`config.mk`:
```
export PLATFORM = sky130hd
export DESIGN_NAME = regfile_wport_arbiter
export DESIGN_NICKNAME = d
export VERILOG_FILES = /design/src/rtl/regfile_wport_arbiter_pkg.sv /design/src/rtl/regfile_scoreboard.sv /design/src/rtl/regfile_wport_arbiter.sv
export SDC_FILE = /design/constraint.sdc
export NUM_CORES = 1
export LEC_CHECK = 0
export CAP_MARGIN = 20
export CORE_UTILIZATION = 55
export CTS_CLUSTER_DIAMETER = 200
export DETAILED_ROUTE_END_ITERATION = 10
export PLACE_DENSITY_LB_ADDON = 0.05
export SYNTH_ARGS = -nofsm -noshare
export SYNTH_HDL_FRONTEND = slang
export SYNTH_SLANG_ARGS = --single-unit
```
`constraint.sdc`:
```
create_clock -name clk -period 13 [get_ports clk]
set_clock_uncertainty 0.15 [all_clocks]
set_input_delay 3.25 -clock clk [delete_from_list [all_inputs] [get_ports clk]]
set_output_delay 3.25 -clock clk [all_outputs]
set_load 0.03 [all_outputs]
```
`src/rtl/regfile_wport_arbiter_pkg.sv`:
```
// Shared definitions for the register-file write-port arbiter.
// Optional bypass outputs are enabled with the RF_WPORT_BYPASS_EN macro.
package regfile_wport_arbiter_pkg;

  localparam int unsigned ADDR_W_DEF       = 5;
  localparam int unsigned DATA_W_DEF       = 32;
  localparam int unsigned STARVE_LIMIT_DEF = 4;

  // Register 0 is hard-wired and never written or tracked.
  localparam int unsigned REG_ZERO = 0;

  typedef enum logic {
    ST_NORM  = 1'b0,
    ST_DRAIN = 1'b1
  } arb_state_e;

endpackage

```
`src/rtl/regfile_scoreboard.sv`:
```
// Busy-register scoreboard: one bit per register, set on MDU issue,
// cleared on MDU result acceptance (set wins), plus the decode hazard compare.
// A pending MDU write on the port can be folded into the hazard via pend_i.
module regfile_scoreboard
  import regfile_wport_arbiter_pkg::*;
#(
  parameter int unsigned ADDR_W = ADDR_W_DEF
) (
  input  logic              clk,
  input  logic              rst,
  input  logic              set_i,
  input  logic [ADDR_W-1:0] set_rw_i,
  input  logic              clr_i,
  input  logic [ADDR_W-1:0] clr_rw_i,
  input  logic              pend_i,
  input  logic [ADDR_W-1:0] pend_rw_i,
  input  logic [ADDR_W-1:0] ra_i,
  input  logic [ADDR_W-1:0] rb_i,
  output logic              hazard_o
);

  localparam int unsigned NREG = 1 << ADDR_W;
  localparam logic [ADDR_W-1:0] ZERO_A = ADDR_W'(REG_ZERO);

  logic [NREG-1:0] busy_q;
  logic [NREG-1:0] busy_d;
  logic            hit_a_c;
  logic            hit_b_c;

  // Next busy vector: clear first so a same-cycle set of that register wins.
  always_comb begin
    busy_d = busy_q;
    if (clr_i) begin
      busy_d[clr_rw_i] = 1'b0;
    end
    if (set_i && (set_rw_i != ZERO_A)) begin
      busy_d[set_rw_i] = 1'b1;
    end
  end

  // Busy vector register.
  always_ff @(posedge clk or posedge rst) begin
    if (rst) begin
      busy_q <= '0;
    end else begin
      busy_q <= busy_d;
    end
  end

  // Operand hazard: busy, or its MDU write is still on the port this cycle.
  always_comb begin
    hit_a_c  = (ra_i != ZERO_A) &&
               (busy_q[ra_i] || (pend_i && (pend_rw_i == ra_i)));
    hit_b_c  = (rb_i != ZERO_A) &&
               (busy_q[rb_i] || (pend_i && (pend_rw_i == rb_i)));
    hazard_o = hit_a_c || hit_b_c;
  end

endmodule

```
`src/rtl/regfile_wport_arbiter.sv`:
```
// Arbitrates the single register-file write port between WB and the MDU,
// with MDU starvation protection (one-entry WB buffer) and a busy scoreboard.
// Define RF_WPORT_BYPASS_EN to add the fwd_a_en/fwd_b_en/fwd_data bypass outputs.
module regfile_wport_arbiter
  import regfile_wport_arbiter_pkg::*;
#(
  parameter int unsigned ADDR_W       = ADDR_W_DEF,
  parameter int unsigned DATA_W       = DATA_W_DEF,
  parameter int unsigned STARVE_LIMIT = STARVE_LIMIT_DEF
) (
  input  logic              clk,
  input  logic              rst,
  input  logic              wb_we,
  input  logic [ADDR_W-1:0] wb_rw,
  input  logic [DATA_W-1:0] wb_w,
  input  logic              mdu_valid,
  input  logic [ADDR_W-1:0] mdu_rw,
  input  logic [DATA_W-1:0] mdu_w,
  output logic              mdu_ready,
  input  logic              issue_valid,
  input  logic [ADDR_W-1:0] issue_rd,
  input  logic [ADDR_W-1:0] rA,
  input  logic [ADDR_W-1:0] rB,
  output logic              hazard,
  output logic              stall_o,
  output logic              WE,
  output logic [ADDR_W-1:0] rW,
  output logic [DATA_W-1:0] W
`ifdef RF_WPORT_BYPASS_EN
  ,
  output logic              fwd_a_en,
  output logic              fwd_b_en,
  output logic [DATA_W-1:0] fwd_data
`endif
);

  localparam int unsigned       CNT_W   = $clog2(STARVE_LIMIT + 1);
  localparam logic [CNT_W-1:0]  CNT_LIM = CNT_W'(STARVE_LIMIT);
  localparam logic [ADDR_W-1:0] ZERO_A  = ADDR_W'(REG_ZERO);

  arb_state_e        state_q;
  logic [CNT_W-1:0]  cnt_q;
  logic [ADDR_W-1:0] buf_rw_q;
  logic [DATA_W-1:0] buf_w_q;
  logic              we_q;
  logic [ADDR_W-1:0] rw_q;
  logic [DATA_W-1:0] w_q;
  logic              force_c;
  logic              ready_c;
  logic              pend_c;

  // Forced MDU grant after STARVE_LIMIT lost cycles; MDU otherwise only wins an idle WB.
  always_comb begin
    force_c = !rst && (state_q == ST_NORM) && wb_we && mdu_valid && (cnt_q == CNT_LIM);
    ready_c = !rst && (state_q == ST_NORM) && mdu_valid && (!wb_we || force_c);
  end

  assign mdu_ready = ready_c;
  assign stall_o   = force_c;
  assign WE        = we_q;
  assign rW        = rw_q;
  assign W         = w_q;

  // Arbiter FSM with registered write port, starve counter and WB buffer.
  always_ff @(posedge clk or posedge rst) begin
    if (rst) begin
      state_q  <= ST_NORM;
      cnt_q    <= '0;
      buf_rw_q <= '0;
      buf_w_q  <= '0;
      we_q     <= 1'b0;
      rw_q     <= '0;
      w_q      <= '0;
    end else begin
      case (state_q)
        ST_NORM: begin
          if (force_c) begin
            we_q     <= (mdu_rw != ZERO_A);
            rw_q     <= mdu_rw;
            w_q      <= mdu_w;
            buf_rw_q <= wb_rw;
            buf_w_q  <= wb_w;
            cnt_q    <= '0;
            state_q  <= ST_DRAIN;
          end else if (wb_we) begin
            we_q <= (wb_rw != ZERO_A);
            rw_q <= wb_rw;
            w_q  <= wb_w;
            if (!mdu_valid) begin
              cnt_q <= '0;
            end else if (cnt_q < CNT_LIM) begin
              cnt_q <= cnt_q + CNT_W'(1);
            end
          end else if (mdu_valid) begin
            we_q  <= (mdu_rw != ZERO_A);
            rw_q  <= mdu_rw;
            w_q   <= mdu_w;
            cnt_q <= '0;
          end else begin
            we_q  <= 1'b0;
            cnt_q <= '0;
          end
        end
        ST_DRAIN: begin
          we_q    <= (buf_rw_q != ZERO_A);
          rw_q    <= buf_rw_q;
          w_q     <= buf_w_q;
          state_q <= ST_NORM;
        end
        default: state_q <= ST_NORM;
      endcase
    end
  end

`ifdef RF_WPORT_BYPASS_EN
  // Port data is forwarded, so a write on the port no longer blocks decode.
  assign pend_c   = 1'b0;
  assign fwd_a_en = we_q && (rw_q == rA);
  assign fwd_b_en = we_q && (rw_q == rB);
  assign fwd_data = w_q;
`else
  logic wr_mdu_q;

  // Marks that the write now on the port is an MDU result (keeps hazard up one more cycle).
  always_ff @(posedge clk or posedge rst) begin
    if (rst) begin
      wr_mdu_q <= 1'b0;
    end else begin
      wr_mdu_q <= ready_c && (mdu_rw != ZERO_A);
    end
  end

  assign pend_c = wr_mdu_q;
`endif

  regfile_scoreboard #(
    .ADDR_W (ADDR_W)
  ) u_scoreboard (
    .clk       (clk),
    .rst       (rst),
    .set_i     (issue_valid),
    .set_rw_i  (issue_rd),
    .clr_i     (mdu_valid && ready_c),
    .clr_rw_i  (mdu_rw),
    .pend_i    (pend_c),
    .pend_rw_i (rw_q),
    .ra_i      (rA),
    .rb_i      (rB),
    .hazard_o  (hazard)
  );

endmodule

```
# Word-level counts from Yosys, hierarchy flattened
# Index checks and enable logic that the tools add are counted.
# totals
register_bits	112
output_inout_bits	41
elab_cells	83
# classes
addsub	1
order_cmp	7
eq_ne	5
muxes	28
bitwise_logic	4
n_reduce_logical	29
# op_table
op	count
32-bit two-way mux	5
32-bit case mux with 2 select lines	1
32-bit AND	1
32-bit NOT	1
32-bit OR	1
5-bit nonzero test	6
5-bit by 6-bit < comparator with 1-bit output, second input constant	4
1-bit logical AND	15
5-bit two-way mux	3
3-bit two-way mux	4
1-bit binary-select mux with 5-bit select	2
1-bit demux with 5-bit select	2
5-bit equality test	2
5-bit by 1-bit greater-or-equal comparator with 1-bit output, second input constant	2
5-bit case mux with 2 select lines	1
1-bit two-way mux	8
1-bit logical OR	4
4-bit by 2-bit inequality test with 1-bit output, second input constant	1
4-bit inequality test, second input constant	1
1-bit case mux with 2 select lines	2
2-bit AND reduction	2
3-bit by 1-bit adder with 3-bit output, second input constant	1
3-bit equality test, second input constant	1
3-bit < comparator, second input constant	1
2 further kinds	3

# Logic depth before layout (Yosys ltp)
# Gate-level depths: netlist (run 1).
# logic_depth
word_depth	11
ltp_mapped	9

# By module
# From an unflattened synthesis (run 1), not the netlist that was laid out.
# unflattened
hier_cells	550
area_unflattened_um2	6017.0
# by_module_without_submodules
mod	instances	cells_per_inst	area_each_um2	seq_area_each_um2
regfile_wport_arbiter	1	367	3995.1	2001.9
regfile_scoreboard	1	183	2021.9	800.8

# Worst setup path after synthesis (run 1)
# Ideal clock, no wire load.
# synth_path
path_kind	input to output
start	in rst
end	out mdu_ready
arrival_time_ns	6.681
slack_ns	2.919
stages	3
cell_sequence	inv_1 nand3_1 nor2_1
# synth_between
elab_chain_cells	7
elab_cells_between_ends	8
cone_classes	reduce/logical (8)
# synth_rtl
element	line_no	text
start, declared	regfile_wport_arbiter.sv:12	input logic rst,
1-bit logical NOT (no source line) *	n/a	
1-bit logical AND *	regfile_wport_arbiter.sv:54, regfile_wport_arbiter.sv:55	
1-bit logical AND (3 in a row)	regfile_wport_arbiter.sv:54	force_c = !rst && (state_q == ST_NORM) && wb_we && mdu_valid && (cnt_q == CNT_LIM);
1-bit logical OR	regfile_wport_arbiter.sv:55	ready_c = !rst && (state_q == ST_NORM) && mdu_valid && (!wb_we || force_c);
1-bit logical AND *	regfile_wport_arbiter.sv:55	
end, declared	regfile_wport_arbiter.sv:19	output logic mdu_ready,
# Every way passes the cells marked *; elsewhere a longest branch is shown, timed or not.

# Final worst setup path (run 1)
# layout_path
start	in rA[0]
end	out hazard
# layout_between
elab_chain_cells	5
elab_cells_between_ends	8
cone_classes	eq/ne (1); mux (2); reduce/logical (5)
# layout_rtl
element	line_no	text
start, declared	regfile_wport_arbiter.sv:22	input logic [ADDR_W-1:0] rA,
1-bit binary-select mux with 5-bit select or 5-bit equality test (tied branches)	regfile_scoreboard.sv:53	(busy_q[ra_i] || (pend_i && (pend_rw_i == ra_i)));
1-bit two-way mux (not written as such) or 1-bit logical AND (tied branches)	regfile_scoreboard.sv:53	
1-bit logical OR	regfile_scoreboard.sv:53	
1-bit logical AND *	regfile_scoreboard.sv:52	hit_a_c = (ra_i != ZERO_A) &&
1-bit logical OR *	regfile_scoreboard.sv:56	hazard_o = hit_a_c || hit_b_c;
end, declared	regfile_wport_arbiter.sv:24	output logic hazard,
# Every way passes the cells marked *; elsewhere a longest branch is shown, timed or not. The select of a mux whose other input is x is not followed.

==> parameters.txt, run 1 <==
Parameter                              Value

Layout
  Number of nets at the end of the flow    772
  Area added between synthesis and finish    27.1%
  Final non-filler cell area    7440 µm²
  Fraction of final layout cells with drive strength greater than 1    0.119
  Ant. Diodes    0
  Filler Cells Inserted    796

GRT
  Pin count of the biggest net entering global routing    80
  Via count of the first global-routing pass    5174
  Overall overflow remaining after global route    0
  Antenna violations before repair    0
  Global-route wire length before repair    25100 µm
  Total track usage    0.290

Logic synthesis
  Cell count after synthesis    569
  Area fraction of the dominant cell type after synthesis    0.479
  Sequential element share of the synthesized area    0.479
  Main flop type after synthesis    dfrtp_1
  Largest area contributor in the netlist    dfrtp_1
  Number of enable flip-flop cells after synthesis    0
  Number of register bits inferred by synthesis    112
  Leading cell types by total area after synthesis    dfrtp_1 48%, mux2_2 7.9%, a311oi_1 5.7%, nand2_1 5.3%, o21ai_0 5.0%
  Total number of yosys warnings    0
  Post-synth design cell area    5850 µm²
  Post-Syn Nets    665
  Fraction of registers with async set/reset    1.00
  Number of distinct library cells after synthesis    53
  Average cell area after synthesis    10.3 µm²

Setup path
  Worst reg2reg path startpoint    cnt_q[0]
  Crit path cell chain    clkdlybuf4s50_1 > mux4_2 > and3_1 > a311oi_1 > o211ai_1 > a32o_1 > clkdlybuf4s50_1
  Crit path capture type    output pin
  Arr. time, crit path    6.15 ns
  Library cell appearing most often on the critical path    clkdlybuf4s50_1
  Category of the critical setup timing path    in2out
  Cell with the biggest individual delay on the critical path    clkdlybuf4s50_1
  Reg2Reg Setup Slack    10.17 ns
  Maximum fanout encountered on the critical timing path    11
  Number of cells traversed by the worst register-to-register path    7
  Critical Path Source Type    primary input
  Data required time of the critical path    9.60 ns
  Delay of the slowest cell on the worst path    0.92 ns
  Reg2Reg Capture Point    u_scoreboard.busy_q[8]

CTS
  Clock transition time at the flip-flop clock pins of the worst setup and hold paths    0.10 ns
  Number of clock buffers inserted by TritonCTS    9
  Worst-case clock buffer depth    2
  PostCTS Resize Cnt    0
  Cell chosen for the clock root    clkbuf_8
  Hold bufs inserted after CTS    0
  CTS tree    yes
  Setup bufs post-CTS    0
  Number of H-tree branching levels    3
  Sinks on Clock Net    112
  Clock Latency Late Sink    0.37 ns

Routing
  Routed length per placed instance    18.7 µm
  1st-pass router iterations    7
  Detailed router's first-iteration violation count    381
  Final routed wirelength across all metal layers    15300 µm
  Detail-routed via count per cell    6.26
  Post-route antenna net violation count    0
  Remaining design rule violation count    0
  Via count    5107

STA
  Actual transition at the worst max-transition pin    1.02 ns
  Final hold viol count    0
  Period utilization    0.734
  Timing-limited maximum frequency    105 MHz
  RSZ-0062 raised after global routing    no
  Sum Neg Setup Slack    0 ns
  Clock period minus final worst setup slack    9.55 ns
  Setup slack of the critical path after layout    3.45 ns
  Max-slew violation count    0
  Total setup violations reported at the end of the flow    0
  Worst slew margin relative to its limit    0.319

Hold path
  Hold worst-path end    W[3]
  Hold/Removal Path Class    reg2reg
  Launch point of the worst hold path    buf_w_q[3]
  Worst Hold Path Cells    1

Floorplan
  Effective utilization at floorplan    0.567
  Top-level port count    135
  Die span in y    105 µm
  Core Box Area    10300 µm²
  Width of the die    105 µm
  Overall die area    11100 µm²
  Standard-cell row count    37

Run
  Count of max-cap constraint violations    0

Placed design
  Number of buffer cells added on primary ports    134
  Post-Place Cell Area    7250 µm²
  Worst slack, placed    3.42 ns
  Placed wire-length estimate    10800 µm
  Gpl congestion    0.939

Pwr
  Peak supply drop    67.3 µV
  Leakage power    3.22 nW
  Areal power density over the cells    113 nW/µm²

Outcome
  Outcome    complete, no violations
-- logic make-up (layout without fill, tap and decap cells) --
| kind of cell | count (synthesis) | after routing | share of synthesized area |
|---|---|---|---|
| simple gates | 177 | 177 | 0.140 |
| compound gates | 158 | 158 | 0.186 |
| flops | 112 | 112 | 0.479 |
| mux | 58 | 58 | 0.138 |
| buf+inv | 52 | 163 | 0.0376 |
| xor+xnor | 10 | 10 | 0.0150 |
| fa+ha+maj | 2 | 2 | 0.00427 |
-- power by group --
part / total (mW) / internal (mW) / switching [mW] / leakage [nW]
registers: 0.421 / 0.388 / 0.0333 / 1.39
logic: 0.207 / 0.106 / 0.102 / 1.74
clock network: 0.209 / 0.0942 / 0.115 / 0.0920
total: 0.837 / 0.587 / 0.250 / 3.22
-- area by class of cell --
cell class              instances  area [µm²]  area share
multi-input cells             405        2850       0.383
flip-flops and latches        112        2800       0.377
repair buffers                140        1390       0.186
well taps                     136         170      0.0229
clock buffers                  11         141      0.0190
clock inverters                 4        53.8     0.00723
inverters                       8        32.5     0.00437
-- Yosys cell counts (9+ instances only) --
master    count
a21o_1       37
a311oi_1     38
clkbuf_1     31
dfrtp_1     112
mux2_2       41
mux4_2        9
nand2_1      83
nand3b_1      9
nor2_1       45
o21ai_0      58
-- how the worst max path moves through the flow --
| stage | cells past startpoint | endpoint | start | slack (ns) |
|---|---|---|---|---|
| after floorplan | 3 | mdu_ready | rst | 2.92 |
| after global placement | 7 | hazard | rA[0] | 3.49 |
| after detailed placement | 7 | hazard | rA[0] | 3.42 |
| after CTS | 7 | hazard | rA[0] | 3.42 |
| after global routing | 7 | hazard | rA[0] | 3.32 |
| final | 7 | hazard | rA[0] | 3.45 |
-- state kept, by name, indices dropped and copies added, names as in the netlist --
name / cells
rW: 5
buf_rw_q: 5
buf_w_q: 32
pend_c: 1
u_scoreboard.busy_q: 32
WE: 1
state_q: 1
W: 32
cnt_q: 3
-- per-layer routing --
| metal | track usage | wire (µm) | vias up |
|---|---|---|---|
| met5 | 0 | 0 | - |
| met4 | 0.107 | 399 | 0 |
| met3 | 0.0855 | 1230 | 42 |
| met2 | 0.471 | 7470 | 216 |
| met1 | 0.368 | 6190 | 2548 |
| li1 | - | - | 2301 |
-- cell usage in the layout (no fill, tap or decap), types with 4 or more instances in the layout --
master           netlist  layout
clkdlybuf4s50_1        0     134
a21o_1                37      37
mux2i_1                4       4
nor2_1                45      45
xor2_1                 8       8
mux2_2                41      41
o21ai_0               58      58
or3_1                  5       5
a311oi_1              38      38
nand3_1                8       8
dfrtp_1              112     111
mux4_1                 4       4
inv_1                  8       7
clkbuf_8               0      10
buf_4                  0       6
nand2_1               83      83
a31oi_1                4       4
mux4_2                 9       9
nand3b_1               9       9
-- metrics by stage --
step	std cells	power (mW)	util	hold WS [ns]
3_5_place_dp	801	0.633	0.702	0.316
4_1_cts	816	0.840	0.721	0.333
2_1_floorplan	569	0.541	-	0.300
6_report	816	0.837	0.721	0.330
3_3_place_gp	801	0.624	0.702	0.304
5_1_grt	816	0.877	0.721	0.360
-- worst max-delay path, delay by kind of cell --
kind	cells	cell delay [ns]
buf+inv	2	1.51
mux	1	0.58
simple gates	1	0.20
compound gates	3	0.60
Power figures use the tool's default switching activity.
==> inputs of run 2 (changes only) <==
--- a/config.mk
+++ b/config.mk
@@ -6,7 +6,7 @@
 export NUM_CORES = 1
 export LEC_CHECK = 0
 export CAP_MARGIN = 20
-export CORE_UTILIZATION = 55
+export CORE_UTILIZATION = 46
 export CTS_CLUSTER_DIAMETER = 200
 export DETAILED_ROUTE_END_ITERATION = 10
 export PLACE_DENSITY_LB_ADDON = 0.05
==> constraint.sdc (replaced) <==
create_clock -name clk -period 8 [get_ports clk]
set_clock_uncertainty 0.15 [all_clocks]
set_input_delay 2 -clock clk [delete_from_list [all_inputs] [get_ports clk]]
set_output_delay 2 -clock clk [all_outputs]
set_load 0.03 [all_outputs]
==> run 2 against run 1 <==
Against the previous run: non-clock buffer count up 1; combinational power up 64%; clock power is 110% higher; sequential power increased by 62%; setup slack worse by 2.5 ns; sequential share of layout area is 0.81 points lower; register-to-register slack got worse by 5.0 ns; via count shrank 1.9%; sequential cell count stayed put; die area rose by 19%; total power is 75% higher.
==> parameters.txt, run 2 (same netlist as run 1, synthesis figures left out) <==
Parameter                              Value

CTS
  Setup bufs post-CTS    0 (unchanged)
  Hold bufs inserted after CTS    0 (unchanged)
  Number of H-tree branching levels    3 (unchanged)
  PostCTS Resize Cnt    0 (unchanged)
  Number of clock buffers inserted by TritonCTS    9 (unchanged)
  Clock Latency Late Sink    0.35 ns (was 0.37 ns)
  Sinks on Clock Net    112 (unchanged)
  Worst-case clock buffer depth    2 (unchanged)
  Cell chosen for the clock root    clkbuf_16 (was clkbuf_8)
  CTS tree    yes (unchanged)
  Clock transition time at the flip-flop clock pins of the worst setup and hold paths    0.07 ns (was 0.10 ns)

GRT
  Total track usage    0.247 (was 0.290)
  Via count of the first global-routing pass    4967 (was 5174)
  Overall overflow remaining after global route    0 (unchanged)
  Antenna violations before repair    0 (unchanged)
  Pin count of the biggest net entering global routing    85 (was 80)
  Global-route wire length before repair    25000 µm (was 25100 µm)

Floorplan
  Standard-cell row count    40 (was 37)
  Top-level port count    135 (unchanged)
  Width of the die    115 µm (was 105 µm)
  Effective utilization at floorplan    0.479 (was 0.567)
  Die span in y    115 µm (was 105 µm)
  Core Box Area    12200 µm² (was 10300 µm²)
  Overall die area    13200 µm² (was 11100 µm²)

Layout
  Area added between synthesis and finish    29.9% (was 27.1%)
  Most frequent cells in the layout    134 x clkdlybuf4s50_1, 111 x dfrtp_1, 83 x nand2_1, 58 x o21ai_0, 45 x nor2_1 (unchanged)
  Finished Core Util    0.623 (was 0.721)
  Filler Cells Inserted    1092 (was 796)
  Leading cell type in the layout, fill and taps excluded    clkdlybuf4s50_1 (unchanged)
  Number of nets at the end of the flow    773 (was 772)
  Fraction of final layout cells with drive strength greater than 1    0.119 (about the same)
  Ant. Diodes    0 (unchanged)

Setup path
  Maximum fanout encountered on the critical timing path    11 (unchanged)
  Critical Path Source Type    primary input (unchanged)
  Category of the critical setup timing path    in2out (unchanged)
  CP startpoint    rA[0] (unchanged)
  Arr. time, crit path    4.88 ns (was 6.15 ns)
  Data required time of the critical path    5.85 ns (was 9.60 ns)
  Crit path capture type    output pin (unchanged)
  Worst reg2reg path startpoint    cnt_q[0] (unchanged)

Routing
  Detail-routed via count per cell    5.90 (was 6.26)
  Post-route antenna net violation count    0 (unchanged)
  Detailed router's first-iteration violation count    276 (was 381)
  Final routed wirelength across all metal layers    15600 µm (was 15300 µm)
  Remaining design rule violation count    0 (unchanged)
  1st-pass router iterations    5 (was 7)
  Routed length per placed instance    18.4 µm (was 18.7 µm)
  Via count    5008 (was 5107)

Outcome
  Outcome    complete, no violations (unchanged)

Hold path
  Launch point of the worst hold path    buf_w_q[26] (was buf_w_q[3])
  Hold/Removal Path Class    reg2reg (unchanged)

STA
  Clock period minus final worst setup slack    7.03 ns
  Final hold viol count    0 (unchanged)
  Timing-limited maximum frequency    142 MHz
  Actual transition at the worst max-transition pin    1.02 ns (about the same)
  Period utilization    0.879
  Total setup violations reported at the end of the flow    0 (unchanged)
  Worst slew margin relative to its limit    0.317 (was 0.319)
  Max-slew violation count    0 (unchanged)
  RSZ-0062 raised after global routing    no (unchanged)
  Sum Neg Setup Slack    0 ns (unchanged)

Placed design
  Placed wire-length estimate    10800 µm (about the same)
  Gpl congestion    0.897 (was 0.939)
  Number of buffer cells added on primary ports    134 (unchanged)

Pwr
  Leakage power    3.29 nW (was 3.22 nW)
  Peak supply drop    99.8 µV (was 67.3 µV)
  Areal power density over the cells    193 nW/µm² (was 113 nW/µm²)

Run
  Count of max-cap constraint violations    0 (unchanged)
-- run 2: cell types whose count changed in the layout (fill, tap and decap cells not counted) --
cell,change
inv_6,-1
clkinvlp_4,-2
clkbuf_16,+9
buf_16,+1
clkbuf_1,+1
clkinv_4,+1
clkbuf_8,-9
clkinv_2,+1
-- run 2: routing by layer --
layer | up-vias | part of all wire | wire (µm) | GRT usage
met5 | - | 0 | 0 | 0
met4 | 0 | 0.012 | 184 | 0.0606
met3 | 20 | 0.077 | 1200 | 0.0828
met2 | 164 | 0.48 | 7570 | 0.396
met1 | 2522 | 0.43 | 6670 | 0.324
li1 | 2302 | - | - | -
-- run 2: where the power goes --
part           internal, mW  switching, mW  leakage (nW)
Combinational         0.173          0.166          1.75
Clock                 0.250          0.196         0.143
Sequential            0.630         0.0535          1.39
-- run 2: worst paths after layout --
path / slack, ns / to / cells past startpoint
worst min register to register: 0.33 / W[26] / 1
worst max register to register: 5.15 / u_scoreboard.busy_q[1] / 7
worst max-delay path: 0.97 / hazard / 7
max in group asynchronous: 4.89 / state_q / 4
min in group asynchronous: 1.85 / buf_w_q[15] / 2
worst min-delay path: 0.33 / W[26] / 1
-- run 2: area by class of cell --
class / count / area (µm²) / area share
clock buffers: 12 / 246 / 0.0324
clock inverters: 3 / 43.8 / 0.00576
inverters: 8 / 32.5 / 0.00428
multi-input cells: 405 / 2850 / 0.375
flip-flops and latches: 112 / 2800 / 0.369
well taps: 168 / 210 / 0.0276
repair buffers: 141 / 1410 / 0.186
-- run 2: worst max-delay path, stage by stage --
cell and delay, ns:
clkdlybuf4s50_1 0.91, mux4_2 0.59, and3_1 0.20, a311oi_1 0.23, o211ai_1 0.12, a32o_1 0.22, clkdlybuf4s50_1 0.59
-- run 2: metrics by stage --
stage	hold WS, ns	instance area [µm²]	power [mW]	setup WS, ns	instances
after floorplan	0.300	5850	0.880	0.419	569
after global placement	0.304	7290	1.02	0.982	833
after detailed placement	0.317	7290	1.03	0.955	833
after CTS	0.334	7580	1.48	0.956	848
after global routing	0.347	7600	1.54	0.847	849
final	0.330	7600	1.47	0.970	849
==> inputs of run 3 (changes only) <==
--- a/config.mk
+++ b/config.mk
@@ -9,7 +9,7 @@
 export CORE_UTILIZATION = 46
 export CTS_CLUSTER_DIAMETER = 200
 export DETAILED_ROUTE_END_ITERATION = 10
-export PLACE_DENSITY_LB_ADDON = 0.05
+export PLACE_DENSITY = 0.82
 export SYNTH_ARGS = -nofsm -noshare
 export SYNTH_HDL_FRONTEND = slang
 export SYNTH_SLANG_ARGS = --single-unit
==> run 3 against run 2 <==
Against the previous run: cell count unchanged; sequential share of layout area decreased by 0.055 points; critical path depth unchanged; wire length increased by 2.3%; sequential power increased by 0.6%; critical endpoint unchanged; largest power group unchanged.
==> parameters.txt, run 3 (same netlist as run 1, synthesis figures left out) <==
Parameter                              Value

STA
  Final hold viol count    0 (unchanged)
  Sum Neg Setup Slack    0 ns (unchanged)
  Actual transition at the worst max-transition pin    0.970 ns (was 1.02 ns)
  Worst slew margin relative to its limit    0.353 (was 0.317)
  Timing-limited maximum frequency    141 MHz (was 142 MHz)
  RSZ-0062 raised after global routing    no (unchanged)
  Period utilization    0.886 (was 0.879)
  Max-slew violation count    0 (unchanged)
  Clock period minus final worst setup slack    7.09 ns (was 7.03 ns)
  Total setup violations reported at the end of the flow    0 (unchanged)

CTS
  Cell chosen for the clock root    clkbuf_16 (unchanged)
  Number of H-tree branching levels    3 (unchanged)
  Setup bufs post-CTS    0 (unchanged)
  Clock transition time at the flip-flop clock pins of the worst setup and hold paths    0.07 ns (about the same)
  Clock Latency Late Sink    0.34 ns (was 0.35 ns)
  Worst-case clock buffer depth    2 (unchanged)
  PostCTS Resize Cnt    0 (unchanged)
  CTS tree    yes (unchanged)
  Sinks on Clock Net    112 (unchanged)
  Number of clock buffers inserted by TritonCTS    9 (unchanged)
  Hold bufs inserted after CTS    0 (unchanged)

Routing
  Via count    5120 (was 5008)
  Detailed router's first-iteration violation count    394 (was 276)
  Final routed wirelength across all metal layers    16000 µm (was 15600 µm)
  Post-route antenna net violation count    0 (unchanged)
  Routed length per placed instance    18.8 µm (was 18.4 µm)
  Remaining design rule violation count    0 (unchanged)
  1st-pass router iterations    5 (unchanged)
  Detail-routed via count per cell    6.03 (was 5.90)

Floorplan
  Overall die area    13200 µm² (unchanged)
  Core Box Area    12200 µm² (unchanged)
  Effective utilization at floorplan    0.479 (unchanged)
  Die span in y    115 µm (unchanged)
  Width of the die    115 µm (unchanged)
  Top-level port count    135 (unchanged)
  Standard-cell row count    40 (unchanged)

Layout
  Leading cell type in the layout, fill and taps excluded    clkdlybuf4s50_1 (unchanged)
  Number of nets at the end of the flow    772 (was 773)
  Filler Cells Inserted    982 (was 1092)
  Fraction of final layout cells with drive strength greater than 1    0.122 (was 0.119)
  Ant. Diodes    0 (unchanged)
  Most frequent cells in the layout    134 x clkdlybuf4s50_1, 111 x dfrtp_1, 83 x nand2_1, 58 x o21ai_0, 45 x nor2_1 (unchanged)
  Area added between synthesis and finish    30.1% (was 29.9%)

Pwr
  Pwr Total    1.52 mW (was 1.47 mW)
  Leakage power    3.30 nW (was 3.29 nW)
  Peak supply drop    97.5 µV (was 99.8 µV)
  Areal power density over the cells    200 nW/µm² (was 193 nW/µm²)

Setup path
  Maximum fanout encountered on the critical timing path    11 (unchanged)
  Arr. time, crit path    4.94 ns (was 4.88 ns)
  Number of cells traversed by the worst register-to-register path    7 (unchanged)
  Worst reg2reg path startpoint    cnt_q[0] (unchanged)
  CP startpoint    rA[0] (unchanged)
  Category of the critical setup timing path    in2out (unchanged)
  Data required time of the critical path    5.85 ns (about the same)
  Worst setup path endpoint    hazard (unchanged)
  Crit path capture type    output pin (unchanged)
  Reg2Reg Capture Point    u_scoreboard.busy_q[7] (was u_scoreboard.busy_q[1])
  Critical Path Source Type    primary input (unchanged)
  Reg2Reg Setup Slack    5.14 ns (was 5.15 ns)

GRT
  Total track usage    0.257 (was 0.247)
  Overall overflow remaining after global route    0 (unchanged)
  Antenna violations before repair    0 (unchanged)
  Via count of the first global-routing pass    5374 (was 4967)
  Pin count of the biggest net entering global routing    80 (was 85)
  Global-route wire length before repair    26400 µm (was 25000 µm)

Hold path
  Hold/Removal Path Class    reg2reg (unchanged)
  Worst Hold Path Cells    1 (unchanged)

Placed design
  Gpl congestion    0.857 (was 0.897)
  Placed wire-length estimate    11000 µm (was 10800 µm)
  Number of buffer cells added on primary ports    134 (unchanged)

Outcome
  Outcome    complete, no violations (unchanged)

Run
  Count of max-cap constraint violations    0 (unchanged)
[run 3: stage by stage]
step	hold slack (ns)	worst slack, ns	utilization	instances	cell area, µm²
detailed placement	0.316	0.908	0.597	833	7290
global route	0.353	0.751	0.624	849	7610
CTS	0.333	0.890	0.624	849	7610
finish	0.325	0.913	0.624	849	7610
floorplan	0.300	0.419	-	569	5850
global placement	0.307	0.987	0.597	833	7290
[run 3: how the worst min path moves through the flow]
stage | from | to | slack [ns]
floorplan | buf_w_q[0] | W[0] | 0.30
global placement | buf_w_q[0] | W[0] | 0.31
detailed placement | buf_w_q[0] | W[0] | 0.32
CTS | buf_w_q[30] | W[30] | 0.33
global route | buf_w_q[3] | W[3] | 0.35
finish | buf_w_q[30] | W[30] | 0.32
[run 3: final cells by class]
type / count / area [µm²] / area share
Multi-Input combinational cell: 405 / 2850 / 0.375
Tap cell: 168 / 210 / 0.0276
Sequential cell: 112 / 2800 / 0.368
Timing Repair Buffer: 140 / 1390 / 0.182
Inverter: 8 / 32.5 / 0.00427
Clock buffer: 10 / 239 / 0.0314
Clock inverter: 6 / 90.1 / 0.0118
[run 3: metal layers]
layer / global-route usage / vias to the layer above / routed length (µm)
met5: 0 / - / 0
met4: 0.114 / 0 / 396
met3: 0.0538 / 39 / 1310
met2: 0.430 / 252 / 8020
met1: 0.324 / 2527 / 6250
li1: - / 2302 / -
[run 3: worst max-delay path, cell delays in order]
cell,delay (ns)
clkdlybuf4s50_1,0.92
mux4_2,0.58
and3_1,0.20
a311oi_1,0.29
o211ai_1,0.14
a32o_1,0.22
clkdlybuf4s50_1,0.59
[run 3: power breakdown]
| group | switching, mW | total, mW | leakage (nW) | internal, mW |
|---|---|---|---|---|
| Combinational | 0.170 | 0.341 | 1.74 | 0.172 |
| Clock | 0.205 | 0.490 | 0.165 | 0.285 |
| Sequential | 0.0578 | 0.688 | 1.39 | 0.630 |
| Total | 0.432 | 1.52 | 3.30 | 1.09 |
